==> src/rtl/sum_to_bcd_if.sv <==
// sum_to_bcd_if: handshake/data bundle between the adder-side requester and sum_to_bcd.
//   start  requester -> converter  request conversion of sum
//   sum    requester -> converter  binary value to convert (WIDTH bits)
//   busy   converter -> requester  conversion in progress
//   done   converter -> requester  one-cycle pulse when bcd is updated
//   bcd    converter -> requester  packed BCD result (4*DIGITS bits)
//   hex3..hex0 converter -> requester  active-low gfedcba segment codes, only with
//   SUM_TO_BCD_SEG_DECODE_EN defined.
interface sum_to_bcd_if #(
  parameter int unsigned WIDTH  = 10,
  parameter int unsigned DIGITS = 4
);
  logic                  start;
  logic [WIDTH-1:0]      sum;
  logic                  busy;
  logic                  done;
  logic [4*DIGITS-1:0]   bcd;
`ifdef SUM_TO_BCD_SEG_DECODE_EN
  logic [6:0]            hex3;
  logic [6:0]            hex2;
  logic [6:0]            hex1;
  logic [6:0]            hex0;
`endif

  modport master (
    output start,
    output sum,
    input  busy,
    input  done,
    input  bcd
`ifdef SUM_TO_BCD_SEG_DECODE_EN
    ,
    input  hex3,
    input  hex2,
    input  hex1,
    input  hex0
`endif
  );

  modport slave (
    input  start,
    input  sum,
    output busy,
    output done,
    output bcd
`ifdef SUM_TO_BCD_SEG_DECODE_EN
    ,
    output hex3,
    output hex2,
    output hex1,
    output hex0
`endif
  );
endinterface

==> src/rtl/sum_to_bcd.sv <==
// sum_to_bcd: iterative shift-and-add-3 (double dabble) converter for the 10-bit adder sum.
// One bit is processed per clock; a conversion takes 10 shift cycles plus one DONE cycle.
// Ports:
//   clk    rising-edge system clock
//   reset  synchronous active-high reset; aborts any conversion in flight
//   bus    sum_to_bcd_if.slave: start/sum in, busy/done/bcd out (hex3..hex0 when enabled)
// Optional feature: define SUM_TO_BCD_SEG_DECODE_EN to add registered seven-segment
// outputs hex3..hex0 (active-low, gfedcba), updated one cycle after bcd.
module sum_to_bcd #(
  parameter int unsigned WIDTH  = 10,
  parameter int unsigned DIGITS = 4
) (
  input logic        clk,
  input logic        reset,
  sum_to_bcd_if.slave bus
);

  localparam int unsigned BcdW = 4 * DIGITS;
  localparam int unsigned CntW = $clog2(WIDTH);
  localparam logic [CntW-1:0] LastCnt = CntW'(WIDTH - 1);

  typedef enum logic [1:0] {StIdle, StShift, StDone} state_e;

  state_e            state_q, state_d;
  logic [WIDTH-1:0]  bin_q, bin_d;
  logic [BcdW-1:0]   scr_q, scr_d;
  logic [BcdW-1:0]   bcd_q, bcd_d;
  logic [CntW-1:0]   cnt_q, cnt_d;
  logic [BcdW-1:0]   adj;
  logic [BcdW-1:0]   shifted;

  always_comb begin
    adj = scr_q;
    for (int i = 0; i < int'(DIGITS); i++) begin
      if (scr_q[4*i +: 4] >= 4'd5) begin
        adj[4*i +: 4] = scr_q[4*i +: 4] + 4'd3;
      end
    end
    // Binary MSB shifts into the scratch LSB.
    shifted = {adj[BcdW-2:0], bin_q[WIDTH-1]};
  end

  always_comb begin
    state_d = state_q;
    bin_d   = bin_q;
    scr_d   = scr_q;
    bcd_d   = bcd_q;
    cnt_d   = cnt_q;
    unique case (state_q)
      StIdle: begin
        if (bus.start) begin
          bin_d   = bus.sum;
          scr_d   = '0;
          cnt_d   = '0;
          state_d = StShift;
        end
      end
      StShift: begin
        scr_d = shifted;
        bin_d = {bin_q[WIDTH-2:0], 1'b0};
        cnt_d = cnt_q + 1'b1;
        if (cnt_q == LastCnt) begin
          bcd_d   = shifted;
          state_d = StDone;
        end
      end
      StDone: begin
        state_d = StIdle;
      end
      default: begin
        state_d = StIdle;
      end
    endcase
  end

  always_ff @(posedge clk) begin
    if (reset) begin
      state_q <= StIdle;
      bin_q   <= '0;
      scr_q   <= '0;
      bcd_q   <= '0;
      cnt_q   <= '0;
    end else begin
      state_q <= state_d;
      bin_q   <= bin_d;
      scr_q   <= scr_d;
      bcd_q   <= bcd_d;
      cnt_q   <= cnt_d;
    end
  end

  // DONE lasts exactly one cycle, so the state itself is the done pulse.
  assign bus.busy = (state_q == StShift);
  assign bus.done = (state_q == StDone);
  assign bus.bcd  = bcd_q;

`ifdef SUM_TO_BCD_SEG_DECODE_EN
  function automatic logic [6:0] seg7(input logic [3:0] d);
    logic [6:0] s;
    case (d)
      4'd0:    s = 7'b1000000;
      4'd1:    s = 7'b1111001;
      4'd2:    s = 7'b0100100;
      4'd3:    s = 7'b0110000;
      4'd4:    s = 7'b0011001;
      4'd5:    s = 7'b0010010;
      4'd6:    s = 7'b0000010;
      4'd7:    s = 7'b1111000;
      4'd8:    s = 7'b0000000;
      4'd9:    s = 7'b0010000;
      default: s = 7'b1111111;
    endcase
    return s;
  endfunction

  logic [6:0] hex3_q, hex2_q, hex1_q, hex0_q;

  // Registered from bcd_q, so the display follows bcd by one cycle.
  always_ff @(posedge clk) begin
    if (reset) begin
      hex3_q <= 7'b1000000;
      hex2_q <= 7'b1000000;
      hex1_q <= 7'b1000000;
      hex0_q <= 7'b1000000;
    end else begin
      hex3_q <= seg7(bcd_q[15:12]);
      hex2_q <= seg7(bcd_q[11:8]);
      hex1_q <= seg7(bcd_q[7:4]);
      hex0_q <= seg7(bcd_q[3:0]);
    end
  end

  assign bus.hex3 = hex3_q;
  assign bus.hex2 = hex2_q;
  assign bus.hex1 = hex1_q;
  assign bus.hex0 = hex0_q;
`endif

endmodule
==> src/flat_wrapper.sv <==
// flat-port wrapper written by rule: the top's interface ports become plain ports
module sum_to_bcd_flat 
#(
  parameter int unsigned WIDTH  = 10,
  parameter int unsigned DIGITS = 4
)
  (clk, reset, bus_start, bus_sum, bus_busy, bus_done, bus_bcd);
  sum_to_bcd_if #(.WIDTH(WIDTH), .DIGITS(DIGITS)) bus_i ();
  input logic clk;
  input logic reset;
  input wire logic [$bits(bus_i.start)-1:0] bus_start;
  input wire logic [$bits(bus_i.sum)-1:0] bus_sum;
  output wire logic [$bits(bus_i.busy)-1:0] bus_busy;
  output wire logic [$bits(bus_i.done)-1:0] bus_done;
  output wire logic [$bits(bus_i.bcd)-1:0] bus_bcd;
  assign bus_i.start = bus_start;
  assign bus_i.sum = bus_sum;
  assign bus_busy = bus_i.busy;
  assign bus_done = bus_i.done;
  assign bus_bcd = bus_i.bcd;
  sum_to_bcd #(.WIDTH(WIDTH), .DIGITS(DIGITS)) u_core (.clk(clk), .reset(reset), .bus(bus_i));
endmodule
==> config.mk <==
export PLATFORM = sky130hd
export DESIGN_NAME = sum_to_bcd_flat
export DESIGN_NICKNAME = d
export VERILOG_FILES = /design/src/rtl/sum_to_bcd_if.sv /design/src/rtl/sum_to_bcd.sv /design/src/flat_wrapper.sv
export SDC_FILE = /design/constraint.sdc
export NUM_CORES = 1
export LEC_CHECK = 0
export ABC_AREA = 1
export CAP_MARGIN = 10
export CORE_ASPECT_RATIO = 0.8
export CORE_MARGIN = 2
export CORE_UTILIZATION = 54
export DETAILED_ROUTE_END_ITERATION = 10
export PLACE_DENSITY = 0.79
export RECOVER_POWER = 25
export SKIP_LAST_GASP = 1
export SLEW_MARGIN = 20
export SYNTH_ARGS = -nofsm -noshare
export SYNTH_HDL_FRONTEND = slang
export SYNTH_SLANG_ARGS = --single-unit
==> constraint.sdc <==
create_clock -name clk -period 1.6 [get_ports clk]
set_clock_uncertainty 0.15 [all_clocks]
set_input_delay 0.32 -clock clk [delete_from_list [all_inputs] [get_ports clk]]
set_output_delay 0.32 -clock clk [all_outputs]
set_load 0.02 [all_outputs]
==> impl_metrics.tcl <==
set metrics [dict create \
    core_um2 4130 \
    synthArstFlopShare_pct 0 \
    clk_latency_ns 0.31 \
    fp.dieH_um 62.3 \
    cts_buffers 5 \
    leakagePower_nw 1.42 \
    p_per_area_nw_per_um2 748 \
    yosysSeqAreaShare_pct 41.8 \
    die_x_um 76.9 \
    crit_start "u_core.state_q[1]" \
    place.gp.congestion 0.886 \
    cp_max_fo 3 \
    synth-compound-area-share_pct 9.80 \
    synth-edff-count 0 \
    grt_overflow 0 \
    finalSetupViolations 0 \
    die-area_um2 4790 \
    postCtsHoldBufs 0 \
    rsz0062_at_grt "true" \
    diodes 0 \
    crit_required_ns 1.13 \
    final_nets 406 \
    yosys.area.top_type "dfxtp_1" \
    clk_pin_slew_ns 0.08 \
    ys.flop_type "dfxtp_1" \
    clock_path_buffers 2 \
    cap_viol_max_count 0 \
    vdd_ir_drop_max_mv 0.648 \
    synth-xor-area-share_pct 0 \
    synthAdderAreaFrac_pct 5.45 \
    drv_slew 0 \
    area_growth_pct 26.6 \
    io_pins 31 \
    h-tree-depth 2 \
    startpoint_type "flop" \
    dpl_cell_area_um2 2740 \
    status "finished clean" \
    drc 0 \
    stdcell_area_um2 2910 \
    yosys.cell_count.top_type "nand2_1" \
    grt_first_pass_wirelength_um 9050 \
    tritoncts "yes" \
    syn_inst 334 \
    synth_top_area_share_pct 41.8 \
    finalCritPeriodShare_pct 96.6 \
    drt-vias-per-instance 4.98 \
    drtIter0Drc 112 \
    cts-root-buf "clkbuf_8" \
    endpoint "bus_done" \
    min_path_type "flop to flop" \
    slew_headroom_pct 77.6 \
    wl_um 5320 \
    cp.arrival_ns 1.08 \
    yosys.area_share.simple_pct 32.5 \
    synth_fp_nets 357 \
    cts_sinks 48 \
    port_buffers 30 \
    initial_core_util_pct 55.7 \
    grt_pass1_vias 2027 \
    postRouteAntennaNets 0 \
    grt_antenna_before_repair 0 \
    synth_common_cells "nand2_1 (110), dfxtp_1 (48), inv_1 (41), nor2_1 (34), nand3_1 (27)" \
    hpwl_um 3660 \
    synth-seq-cells 48 \
    rows 21 \
    synth_area_um2 2300 \
    finalHoldViolCount 0 \
    worst_pin_slew_ns 0.332 \
    critPathKind "flop to output pin" \
    first_pass_iters 5 \
    end_kind "output pin" \
    grtUsageTotal_pct 23.4 \
    wl_per_cell_um 12.1 \
    drive_gt1_share_pct 12.5 \
    worstReg2RegEnd "u_core.bus.bcd[4]" \
    reg2regPathDepth 8 \
    rrSetupSlack_ns 0.10 \
    whs_ns 0.305 \
    muxShareOfSynthArea_pct 0 \
    dr_total_vias 2198 \
    fmax_mhz 647 \
    grt_start_max_net_pins 27 \
    fin_crit_ns 1.55 \
    rr_startpoint "u_core.cnt_q[1]" \
    ys_types 20 \
    yosysWarningCount 0 \
    netlist_top_cells_area "dfxtp_1 (42%), nand2_1 (18%), inv_1 (6.7%), nand3_1 (5.9%), nor2_1 (5.6%)" \
    synth_top_family_by_area "simple AND/OR/NAND/NOR gates" \
    syn_avg_cell_area_um2 6.88 \
]
==> layout by cell type, fill, tap and decap left out, types with 2 or more instances in the layout <==
| master | count |
|---|---|
| nand2_1 | 111 |
| dfxtp_1 | 43 |
| inv_1 | 40 |
| nor2_1 | 34 |
| nand3_1 | 25 |
| o21ai_0 | 19 |
| dlygate4sd2_1 | 17 |
| buf_4 | 13 |
| clkdlybuf4s50_1 | 11 |
| a21oi_1 | 9 |
| ha_1 | 7 |
| clkbuf_8 | 6 |
| inv_2 | 5 |
| a31oi_1 | 5 |
| o22ai_1 | 5 |
| nand4_1 | 4 |
| dfxtp_2 | 4 |
| clkbuf_1 | 3 |
| o21ai_2 | 2 |
| nor2_4 | 2 |
| nand3_2 | 2 |
| ha_2 | 2 |
| clkinv_2 | 2 |
| clkbuf_16 | 2 |
| clkbuf_2 | 2 |
==> layout make-up <==
type	count	area, um2
Multi-Input combinational cell	232	1140
Clock buffer	6	82.6
Timing Repair Buffer	51	469
Inverter	45	169
Fill cell	361	1220
Tap cell	57	71.3
Clock inverter	2	10.0
Sequential cell	48	970
==> state kept, by name (all words and copies together), names as in the netlist <==
name and cells:
u_core.scr_q 16, u_core.bus.bcd 16, u_core.bin_q 10, u_core.cnt_q 4, u_core.state_q 2
==> per-stage QoR <==
stage | cells | total power, mW | setup TNS [ns] | utilization [%] | setup WS, ns
5_1_grt | 441 | 2.25 | -0.0263 | 70.5 | -0.00928
3_3_place_gp | 429 | 1.43 | -0.0379 | 66.4 | -0.0155
6_report | 441 | 2.17 | 0 | 70.5 | 0.0542
3_5_place_dp | 429 | 1.44 | -0.638 | 66.4 | -0.0571
2_1_floorplan | 334 | 1.35 | 0 | - | 0.212
4_1_cts | 437 | 2.18 | -0.0176 | 68.1 | -0.0176
==> power breakdown <==
part           leakage, nW  switching (mW)  total [mW]  internal [mW]
logic                0.978           0.101       0.182         0.0813
registers            0.391          0.0156        1.23           1.22
clock network       0.0510           0.414       0.759          0.346
==> routing by layer <==
| layer | part of all wire, % | GRT usage, % | wire length (um) | up-vias |
|---|---|---|---|---|
| met5 | 0 | 0 | 0 | - |
| met4 | 1.6 | 6.36 | 86 | 0 |
| met3 | 5.4 | 6.69 | 285 | 10 |
| met2 | 45 | 37.6 | 2390 | 67 |
| met1 | 48 | 30.8 | 2550 | 972 |
| li1 | - | - | - | 1149 |
==> worst min-delay path by stage <==
stage / from / cells after the start / endpoint / slack, ns
after floorplan: u_core.bin_q[0] / 2 / u_core.bin_q[0] / 0.27
after global placement: u_core.bin_q[0] / 2 / u_core.bin_q[0] / 0.28
after detailed placement: u_core.bin_q[0] / 2 / u_core.bin_q[0] / 0.29
after CTS: u_core.bin_q[0] / 2 / u_core.bin_q[0] / 0.30
after global routing: u_core.bin_q[0] / 2 / u_core.bin_q[0] / 0.31
final: u_core.bin_q[0] / 2 / u_core.bin_q[0] / 0.30
==> critical path, stage by stage, from the launching register on <==
cell and delay [ns]:
dfxtp_1 0.33, inv_2 0.04, nor2_1 0.07, dlygate4sd2_1 0.33
==> cells by family after synthesis <==
| family | count (synthesis) |
|---|---|
| AOI/OAI and AO/OA | 42 |
| adders and majority gates | 10 |
| buffers and inverters | 54 |
| DFF | 48 |
| and+or+nand+nor | 180 |
==> what timing repair did <==
action                                  4_1_cts  5_1_grt
endpoints found under the setup margin       18       17
pin swaps                                     0        4
buffers inserted                              0        2
gates cloned                                  0        2
gates resized for setup                      18       21
Power figures use the tool's default switching activity.
